## src/rtl/paint_pkg.sv

```systemverilog
// -----------------------------------------------------------------------------
// paint_pkg
// Shared definitions for the paint frame-buffer blocks.
//   PIXELS_DEFAULT : pixels per frame (160x120)
//   COLOR_W        : frame-buffer colour width, {R[3:0],G[3:0],B[3:0]}
//   fb_state_t     : state encoding of the stream-writer FSM
// -----------------------------------------------------------------------------
package paint_pkg;

    localparam int PIXELS_DEFAULT = 19200;
    localparam int COLOR_W        = 12;

    typedef enum logic [2:0] {
        ST_IDLE  = 3'd0,
        ST_HI    = 3'd1,
        ST_LO    = 3'd2,
        ST_WRITE = 3'd3,
        ST_DONE  = 3'd4
    } fb_state_t;

endpackage

```

## src/rtl/rgb444_packer.sv

```systemverilog
// -----------------------------------------------------------------------------
// rgb444_packer
// Assembles one RGB444 pixel from two incoming bytes.
//   clk, reset  : clock, synchronous active-high reset
//   clear       : discard any partial pixel (registers back to 0)
//   hi_stb      : byte_in carries {R,G}
//   lo_stb      : byte_in carries {B,unused}
//   consume     : the assembled pixel has been written out
//   byte_in     : incoming byte
//   color       : registered {R,G,B}
//   pixel_valid : a complete pixel is held and not yet consumed
// -----------------------------------------------------------------------------
module rgb444_packer
    import paint_pkg::*;
(
    input  logic               clk,
    input  logic               reset,
    input  logic               clear,
    input  logic               hi_stb,
    input  logic               lo_stb,
    input  logic               consume,
    input  logic [7:0]         byte_in,
    output logic [COLOR_W-1:0] color,
    output logic               pixel_valid
);

    logic [3:0] r_q;
    logic [3:0] g_q;
    logic [3:0] b_q;

    always_ff @(posedge clk) begin
        if (reset || clear) begin
            r_q         <= 4'd0;
            g_q         <= 4'd0;
            b_q         <= 4'd0;
            pixel_valid <= 1'b0;
        end else begin
            if (hi_stb) begin
                r_q         <= byte_in[7:4];
                g_q         <= byte_in[3:0];
                pixel_valid <= 1'b0;
            end
            if (lo_stb) begin
                // Low nibble of the second byte carries no colour information.
                b_q         <= byte_in[7:4];
                pixel_valid <= 1'b1;
            end
            if (consume) begin
                pixel_valid <= 1'b0;
            end
        end
    end

    assign color = {r_q, g_q, b_q};

endmodule

```

## src/rtl/fb_stream_writer.sv

```systemverilog
// -----------------------------------------------------------------------------
// fb_stream_writer
// Loads one frame of RGB444 pixels, two bytes per pixel, from a byte stream
// into the frame buffer, holding off while the display owns the buffer.
//   clk, reset  : clock, synchronous active-high reset
//   start       : begin loading a frame (honoured only when idle)
//   abort       : cancel a load; wins over start, byte transfers and writes
//   byte_in     : incoming byte
//   byte_valid  : byte_in is valid
//   byte_ready  : block accepts byte_in this cycle
//   screen_on   : display owns the frame buffer, writes are held off
//   fb_a/fb_we/fb_wd : frame-buffer write port
//   busy        : load in progress
//   done        : one-cycle pulse after the last pixel is written
//   state_dbg   : current FSM state
//
// Byte handshake: a byte moves only in a cycle where byte_valid and
// byte_ready are both 1; the source must hold byte_in/byte_valid stable
// until then. byte_ready depends on state only, never on byte_valid.
// -----------------------------------------------------------------------------
module fb_stream_writer
    import paint_pkg::*;
#(
    parameter int PIXELS = PIXELS_DEFAULT,
    parameter int AW     = 15
) (
    input  logic               clk,
    input  logic               reset,
    input  logic               start,
    input  logic               abort,
    input  logic [7:0]         byte_in,
    input  logic               byte_valid,
    output logic               byte_ready,
    input  logic               screen_on,
    output logic [AW-1:0]      fb_a,
    output logic               fb_we,
    output logic [COLOR_W-1:0] fb_wd,
    output logic               busy,
    output logic               done,
    output fb_state_t          state_dbg
);

    localparam logic [AW-1:0] LAST_ADDR = AW'(PIXELS - 1);

    fb_state_t     state_q;
    fb_state_t     state_d;
    logic [AW-1:0] addr_q;
    logic          xfer;
    logic          hi_stb;
    logic          lo_stb;
    logic          last_pixel;
    logic          pixel_valid;

    assign byte_ready = (state_q == ST_HI) || (state_q == ST_LO);

    // Abort and reset discard whatever is on the byte bus this cycle.
    assign xfer   = byte_valid && byte_ready && !abort && !reset;
    assign hi_stb = xfer && (state_q == ST_HI);
    assign lo_stb = xfer && (state_q == ST_LO);

    // pixel_valid is always set in WRITE; it only guards against writing a
    // pixel that was never assembled.
    assign fb_we = (state_q == ST_WRITE) && !screen_on && pixel_valid
                   && !abort && !reset;

    assign last_pixel = (addr_q == LAST_ADDR);

    rgb444_packer u_packer (
        .clk         (clk),
        .reset       (reset),
        .clear       (abort),
        .hi_stb      (hi_stb),
        .lo_stb      (lo_stb),
        .consume     (fb_we),
        .byte_in     (byte_in),
        .color       (fb_wd),
        .pixel_valid (pixel_valid)
    );

    always_ff @(posedge clk) begin
        if (reset) begin
            state_q <= ST_IDLE;
        end else begin
            state_q <= state_d;
        end
    end

    always_comb begin
        state_d = state_q;
        if (abort) begin
            state_d = ST_IDLE;
        end else begin
            case (state_q)
                ST_IDLE:  if (start)  state_d = ST_HI;
                ST_HI:    if (hi_stb) state_d = ST_LO;
                ST_LO:    if (lo_stb) state_d = ST_WRITE;
                ST_WRITE: if (fb_we)  state_d = last_pixel ? ST_DONE : ST_HI;
                ST_DONE:  state_d = ST_IDLE;
                default:  state_d = ST_IDLE;
            endcase
        end
    end

    // Address stops at the last pixel; it never wraps back to 0 on its own.
    always_ff @(posedge clk) begin
        if (reset) begin
            addr_q <= '0;
        end else if (!abort) begin
            if ((state_q == ST_IDLE) && start) begin
                addr_q <= '0;
            end else if (fb_we && !last_pixel) begin
                addr_q <= addr_q + AW'(1);
            end
        end
    end

    assign fb_a      = addr_q;
    assign busy      = (state_q == ST_HI) || (state_q == ST_LO) || (state_q == ST_WRITE);
    assign done      = (state_q == ST_DONE);
    assign state_dbg = state_q;

endmodule

```

## config.mk

```make
export PLATFORM = sky130hd
export DESIGN_NAME = fb_stream_writer
export DESIGN_NICKNAME = d
export VERILOG_FILES = /design/src/rtl/paint_pkg.sv /design/src/rtl/rgb444_packer.sv /design/src/rtl/fb_stream_writer.sv
export SDC_FILE = /design/constraint.sdc
export NUM_CORES = 1
export LEC_CHECK = 0
export CORE_ASPECT_RATIO = 0.8
export CORE_MARGIN = 1
export CORE_UTILIZATION = 45
export DETAILED_ROUTE_END_ITERATION = 12
export PLACE_DENSITY_LB_ADDON = 0.05
export SETUP_SLACK_MARGIN = 0.5
export SYNTH_ARGS = -nofsm -noshare
export SYNTH_HDL_FRONTEND = slang
export SYNTH_SLANG_ARGS = --single-unit
```

## constraint.sdc

```tcl
create_clock -name clk -period 2 [get_ports clk]
set_input_delay 0.2 -clock clk [delete_from_list [all_inputs] [get_ports clk]]
set_output_delay 0.2 -clock clk [all_outputs]
set_load 0.02 [all_outputs]
```

==> out/results.env <==
STATUS='completed'
DIE_H_UM=52.8
RSZ0062_AT_GRT='true'
POSTSYNTHNETCOUNT=190
POST_SYNTHESIS_CELL_TYPE_WITH_THE_LARGEST_COMBINED_AREA='dfxtp_1'
TIMING.FINAL.CRIT_SHARE=0.840
SYN_TO_FINAL_GROWTH_PCT=76.3
DIE_AREA_UM2=3460
DRC=0
YOSYSUNIQUECELLTYPES=37
STD_CELL_ROWS=18
ANTENNA_FOUND_INITIAL=0
DRT_PRE_ANTENNA_ITERS=4
CLK_PIN_SLEW_WORST_PATHS_NS=0.07
POST_ROUTE_CELLS_DRIVE_ABOVE_1_SHARE=0.371
CTS_HOLD_BUFFERS=0
FINAL_CELL_COUNT_NO_FILL=299
POWER.SHARE.CLOCK=0.393
TIMING.SLEW.HEADROOM=0.760
WL_PER_CELL_UM=17.8
WORST_EP_ARRIVAL_TIME_NS=1.85
FIRST_ITER_VIOLATIONS=115
WORST_SLACK_NS=0.320
CLK-INSERTION-DELAY-LATE_NS=0.28
YS_SEQ_AREA_FRAC=0.427
GRT_START_MAX_NET_PINS=17
SWITCHING_SHARE=0.240
DPL_CELL_AREA_UM2=2100
HOLDCRITPATHCLASS='reg2reg'
TRITONCTS='built'
PLACEMENT.IO_BUFFERS=47
HTREE_LEVELS=2
POST_SYNTH_INSTANCE_AREA_UM2=1450
CTS-BUFFERS-INSERTED=5
SYNTH_EDF_COUNT=0
CRIT_FANOUT=6
ROUTE.FINAL.WIRE_LENGTH_MM=5.31
DESIGN_AREA_UM2=2560
CRIT_PATH_START_KIND='flip-flop'
FINALMAXSLEWVIOLATIONS=0
GRT.TOTAL_USAGE=0.280
CLKSINKCOUNT=31
YOSYS.AREA.TOP_TYPE_SHARE=0.427
POST-SYNTH-TOP-COUNT-CELL='dfxtp_1'
POWER.NET_SWITCHING_W=0.000286
NUM_IO_PINS=48
TRANSITION_AT_THE_PIN_WITH_THE_SMALLEST_MAX_TRANSITION_SLACK_NS=0.356
NUM-NETS-FINAL=274
WORST_IR_DROP_VDD_mV=0.436
SYNTH.TOP_CELLS.BY_COUNT='dfxtp_1, nand2_1, o21ai_0'
DP_SLACK_NS=-0.0719
ASYNC_RESET_FF_FRAC=0
CLOCKBUFFERDEPTH=2
MAX-CAP-VIOLATIONS=0
CELLINTERNALPOWER_W=0.000903
FLOORPLAN.CORE_AREA_UM2=3090
FINAL.HOLD.WORST_SLACK_NS=0.450
FILLERS=170
FIRST_GLOBAL_VIAS=1486
INITIAL_CORE_UTIL=0.471
VIA_TOTAL_AFTER_DETAILED_ROUTING=1790
GRT.OVERFLOW.TOTAL=0
FINALCLOCKSKEW_NS=0.00985
CP.REQUIRED_NS=2.17
YS_WARN_COUNT=0
POST_DRT_VIA_CELL_RATIO=5.99
ROOT_BUFFER='clkbuf_8'
SYNTHTOPCELLSBYAREA='dfxtp_1, o21ai_0, nand2_1'
SYNTHESIS.AREA_PER_INSTANCE_UM2=8.31
HPWLAFTERDP_MM=2.85
DIE_WIDTH_UM=65.6
FMAX_MHz=595
PWR_DENS_nW_PER_UM2=464
DRT.ANTENNA.VIOLATING_NETS=0
P_COMB_FRAC=0.087
DPL.CELL_COUNT=265
GLOBAL_ROUTE_WIRE_LENGTH_BEFORE_REPAIR_MM=7.17
ANTENNA_CELLS=0
POST_SYNTH_INST_COUNT=175
SEQCELLAREA_UM2=651
SYNTH.FF_LATCH_COUNT=31
FINALHOLDVIOLATIONS=0
REPORT.FINAL.SETUP_VIOL=0
CRITPATHCAPTURETYPE='flip-flop'
PLACE_CONGESTION=0.819
LAYOUT_MIN_CYCLE_TIME_NS=1.68
SEQ_POWER_SHARE=0.520
WORST-SETUP-PATH-TYPE='reg2reg'
YS.FLOP_TYPE='dfxtp_1'
P_LEAK_nW=1.10
MULTI_INPUT_COMB_AREA_UM2=966
-- routing by layer --
layer	vias up	part of all wire	GRT usage	wire, µm
met3	9	0.075	0.0935	397
li1	823	-	-	-
met4	0	0.012	0.105	62
met1	857	0.43	0.373	2300
met2	101	0.48	0.414	2550
met5	-	0	0	0
-- power groups by stage --
stage	Sequential [W]	Combinational, W	Clock (W)
2_1_floorplan	0.000637	0.0000306	0
3_3_place_gp	0.000634	0.0000885	0
3_5_place_dp	0.000635	0.0000914	0
4_1_cts	0.000619	0.0000898	0.000467
5_1_grt	0.000618	0.000108	0.000506
6_report	0.000618	0.000104	0.000467
-- what timing repair did --
action                     4_1_cts  5_1_grt
pin swaps                        6       20
resized for setup               26       68
setup endpoints to repair       35       37
cloned                           1        2
buffers inserted                14       10
-- path summary, 6_finish.rpt --
path                                 from                            to  slack [ns]  cells past startpoint
max             state_dbg[2]$_SDFFE_PP0P_         fb_a[14]$_SDFFE_PP0P_        0.32                      6
min          u_packer.r_q[3]$_SDFFE_PP0P_  u_packer.r_q[3]$_SDFFE_PP0P_        0.45                      2
max reg2reg     state_dbg[2]$_SDFFE_PP0P_         fb_a[14]$_SDFFE_PP0P_        0.32                      6
min reg2reg  u_packer.r_q[3]$_SDFFE_PP0P_  u_packer.r_q[3]$_SDFFE_PP0P_        0.45                      2
-- layout make-up --
type                            instances  area share
Clock buffer                            7      0.0298
Tap cell                               40      0.0195
Multi-Input combinational cell        128       0.377
Inverter                                9      0.0146
Sequential cell                        31       0.254
Timing Repair Buffer                   84       0.306
-- flip-flops by register name (all words and copies together), names as in the netlist --
name                  count
fb_a                     15
u_packer.g_q              4
state_dbg                 3
u_packer.r_q              4
u_packer.pixel_valid      1
u_packer.b_q              4
-- worst max-delay path: stages, from the launching register on --
cell and delay [ns]:
dfxtp_4 0.37, nor4b_4 0.32, buf_6 0.19, a22oi_2 0.10, buf_4 0.17, o31ai_1 0.33, a21oi_2 0.09
-- metrics by stage --
step	setup TNS (ns)	power (W)	utilization
2_1_floorplan	0	0.000668	-
3_3_place_gp	-0.0774	0.000723	0.680
3_5_place_dp	-0.223	0.000726	0.680
4_1_cts	0	0.00118	0.748
5_1_grt	0	0.00123	0.831
6_report	0	0.00119	0.831
-- cell families (layout without fill, tap and decap cells) --
kind of cell	Yosys count	count (layout)	share of synthesized area
XOR/XNOR	1	1	0.00603
multiplexers	1	1	0.00774
AND/OR/NAND/NOR	75	76	0.305
flip-flops	31	31	0.427
buffers and inverters	17	100	0.0473
adder cells (fa/ha/maj)	1	1	0.00860
AO/OA/AOI/OAI	49	49	0.199
-- cell usage in the layout, fill, tap and decap left out, types with 9 or more instances in the layout --
cell type        Yosys  layout
buf_4                0      26
clkdlybuf4s50_1      0      24
nand2_1             21      17
dfxtp_1             31      17
dlygate4sd2_1        0      13
a21oi_1             15      11
buf_6                0      11
dfxtp_2              0       9
Note: power is estimated with default switching activity, not from simulation.
==> patch: new RTL, same flow settings <==
Register the output `state_dbg` once more; this adds one clock of latency there. The other outputs are not delayed to match.
--- a/src/rtl/fb_stream_writer.sv
+++ b/src/rtl/fb_stream_writer.sv
@@ -118,5 +118,7 @@
     assign busy      = (state_q == ST_HI) || (state_q == ST_LO) || (state_q == ST_WRITE);
     assign done      = (state_q == ST_DONE);
-    assign state_dbg = state_q;
+    always_ff @(posedge clk) begin
+        state_dbg <= state_q;
+    end
 
 endmodule
Check against the original RTL: not equivalent (Yosys sat finds a counterexample within 4 cycles, from zero or initial values and one cycle with reset high).
==> patch against the original RTL <==
Setup slack worse by 0.11 ns. Cell area decreased by 1.2%. Cell count down 0.67%. Hold slack lost 0.0069 ns. Routed wire length down 5.5%. Clock skew fell by 0.0041 ns. Synthesized area is 4.0% higher. Synthesized cell count stayed put. First-iteration DRC count fell by 6.1%. Sequential cell count rose by 3. Sequential power grew 9.1%. Power increased by 9.8%. Count of clock-buffer cells in the layout unchanged. Die area rose by 3.8%.
==> patch: results (changes against the original RTL) <==
metric,value,unit,change
synth-compound-area-share,18.6,%,was 19.9%
area_share_nonclk_buffers,31.5,%,was 30.6%
finClkSkew,0.00575,ns,was 0.00985 ns
gr-usage-all-layers,26.3,%,was 28.0%
critical_path_peak_fanout,3,,was 6
routed_length_on_met1,2.11,mm,was 2.30 mm
postSynthAreaPerCell,8.64,um^2,was 8.31 um^2
synth_fa_ha_area_share,0.828,%,was 0.861%
yosys-mux-area-fraction,1.41,%,was 0.775%
post-cts-setup-buffers,12,,was 14
route.detailed.vias_per_inst,5.89,,was 5.99
rrSetupSlack,0.21,ns,was 0.32 ns
synth_common_cells,"34 x sky130_fd_sc_hd__dfxtp_1, 21 x sky130_fd_sc_hd__nand2_1, 17 x sky130_fd_sc_hd__o21ai_0",,"was 31 x sky130_fd_sc_hd__dfxtp_1, 21 x sky130_fd_sc_hd__nand2_1, 19 x sky130_fd_sc_hd__o21ai_0"
post_cts.resized_instances,28,,was 26
placed_cell_area,0.00211,mm^2,was 0.00210 mm^2
dpl.cell_count,261,,was 265
sequential_cell_area_share,28.6,%,was 25.4%
worst_path_dominant_cell_family,simple AND/OR/NAND/NOR gates,,was compound AO/OA/AOI/OAI gates
detailedPlacementHpwl,2.73,mm,was 2.85 mm
endpoint,fb_a[9]$_SDFFE_PP0P_,,was fb_a[14]$_SDFFE_PP0P_
status,finished clean,,unchanged
critical_path_arrival,2.00,ns,was 1.85 ns
area.growth.synth_to_final,67.5,%,was 76.3%
design.final.nets,271,,was 274
clk_latency,0.30,ns,was 0.28 ns
non_clock_inverter_count,7,,was 9
layout.filler_cells,194,,was 170
ir_drop,0.000419,V,was 0.000436 V
worst-r2r-cell-count,5,,was 6
initial_core_util,47.9,%,was 47.1%
yosys-top-cells-area,"sky130_fd_sc_hd__dfxtp_1 45%, sky130_fd_sc_hd__o21ai_0 5.6%, sky130_fd_sc_hd__o31ai_1 5.5%, sky130_fd_sc_hd__or4_1 5.5%, sky130_fd_sc_hd__nand2_1 5.2%",,"was sky130_fd_sc_hd__dfxtp_1 43%, sky130_fd_sc_hd__o21ai_0 6.5%, sky130_fd_sc_hd__nand2_1 5.4%, sky130_fd_sc_hd__a21oi_1 5.2%, sky130_fd_sc_hd__o31ai_1 4.1%"
crit_path_top_delay_cell,sky130_fd_sc_hd__or4_1,,was sky130_fd_sc_hd__dfxtp_4
wire_per_inst,16.9,um,was 17.8 um
globalRouteMet2Util,46.6,%,was 41.4%
placement_stage_worst_setup_slack,-0.0763,ns,was -0.0719 ns
area_share_clock_buf_inv,3.61,%,was 2.98%
amount_of_wire_on_met3_after_detailed_routing,298,um,was 397 um
max_stage_delay,0.59,ns,was 0.37 ns
gp_congestion,0.810,,was 0.819
final.min_clock_period,1.79,ns,was 1.68 ns
==> patch: cell count changes after synthesis, moves of 2 or more <==
cell / unedited run / this run
sky130_fd_sc_hd__and3_1: 4 / 2
sky130_fd_sc_hd__and4_1: 5 / 3
sky130_fd_sc_hd__dfxtp_1: 31 / 34
sky130_fd_sc_hd__inv_1: 9 / 7
sky130_fd_sc_hd__nor2_1: 4 / 6
sky130_fd_sc_hd__o21a_1: 0 / 2
sky130_fd_sc_hd__o21ai_0: 19 / 17
sky130_fd_sc_hd__o31ai_1: 8 / 11
sky130_fd_sc_hd__or4_1: 8 / 11
==> patch: logic make-up (layout without fill, tap and decap cells) <==
group,count (synthesis),in the layout
muxes,2,2
AOI/OAI and AO/OA,48,48
xor gates and xnor gates,1,1
buffers and inverters,15,96
and+or+nand+nor,74,75
DFF,34,34
adders and majority gates,1,1
==> patch: where the power goes <==
| part | internal [uW] | total (uW) | switching, uW | leakage (uW) |
|---|---|---|---|---|
| Combinational | 45.5 | 89.3 | 43.8 | 0.000709 |
| Clock | 278 | 543 | 265 | 0.0000482 |
| Sequential | 669 | 674 | 4.26 | 0.000285 |
| Total | 993 | 1310 | 313 | 0.00104 |
==> patch: how the worst min path moves through the flow <==
stage	start	end	slack [ns]	depth (start not counted)
final	state_q[0]$_SDFFE_PP0P_	state_dbg[0]$_DFF_P_	0.44	0
after global routing	state_q[0]$_SDFFE_PP0P_	state_dbg[0]$_DFF_P_	0.45	0
after CTS	state_q[0]$_SDFFE_PP0P_	state_dbg[0]$_DFF_P_	0.43	0
after detailed placement	state_q[1]$_SDFFE_PP0P_	state_dbg[1]$_DFF_P_	0.42	0
after global placement	state_q[1]$_SDFFE_PP0P_	state_dbg[1]$_DFF_P_	0.42	0
after floorplan	byte_in[0]	u_packer.g_q[0]$_SDFFE_PP0P_	0.31	2
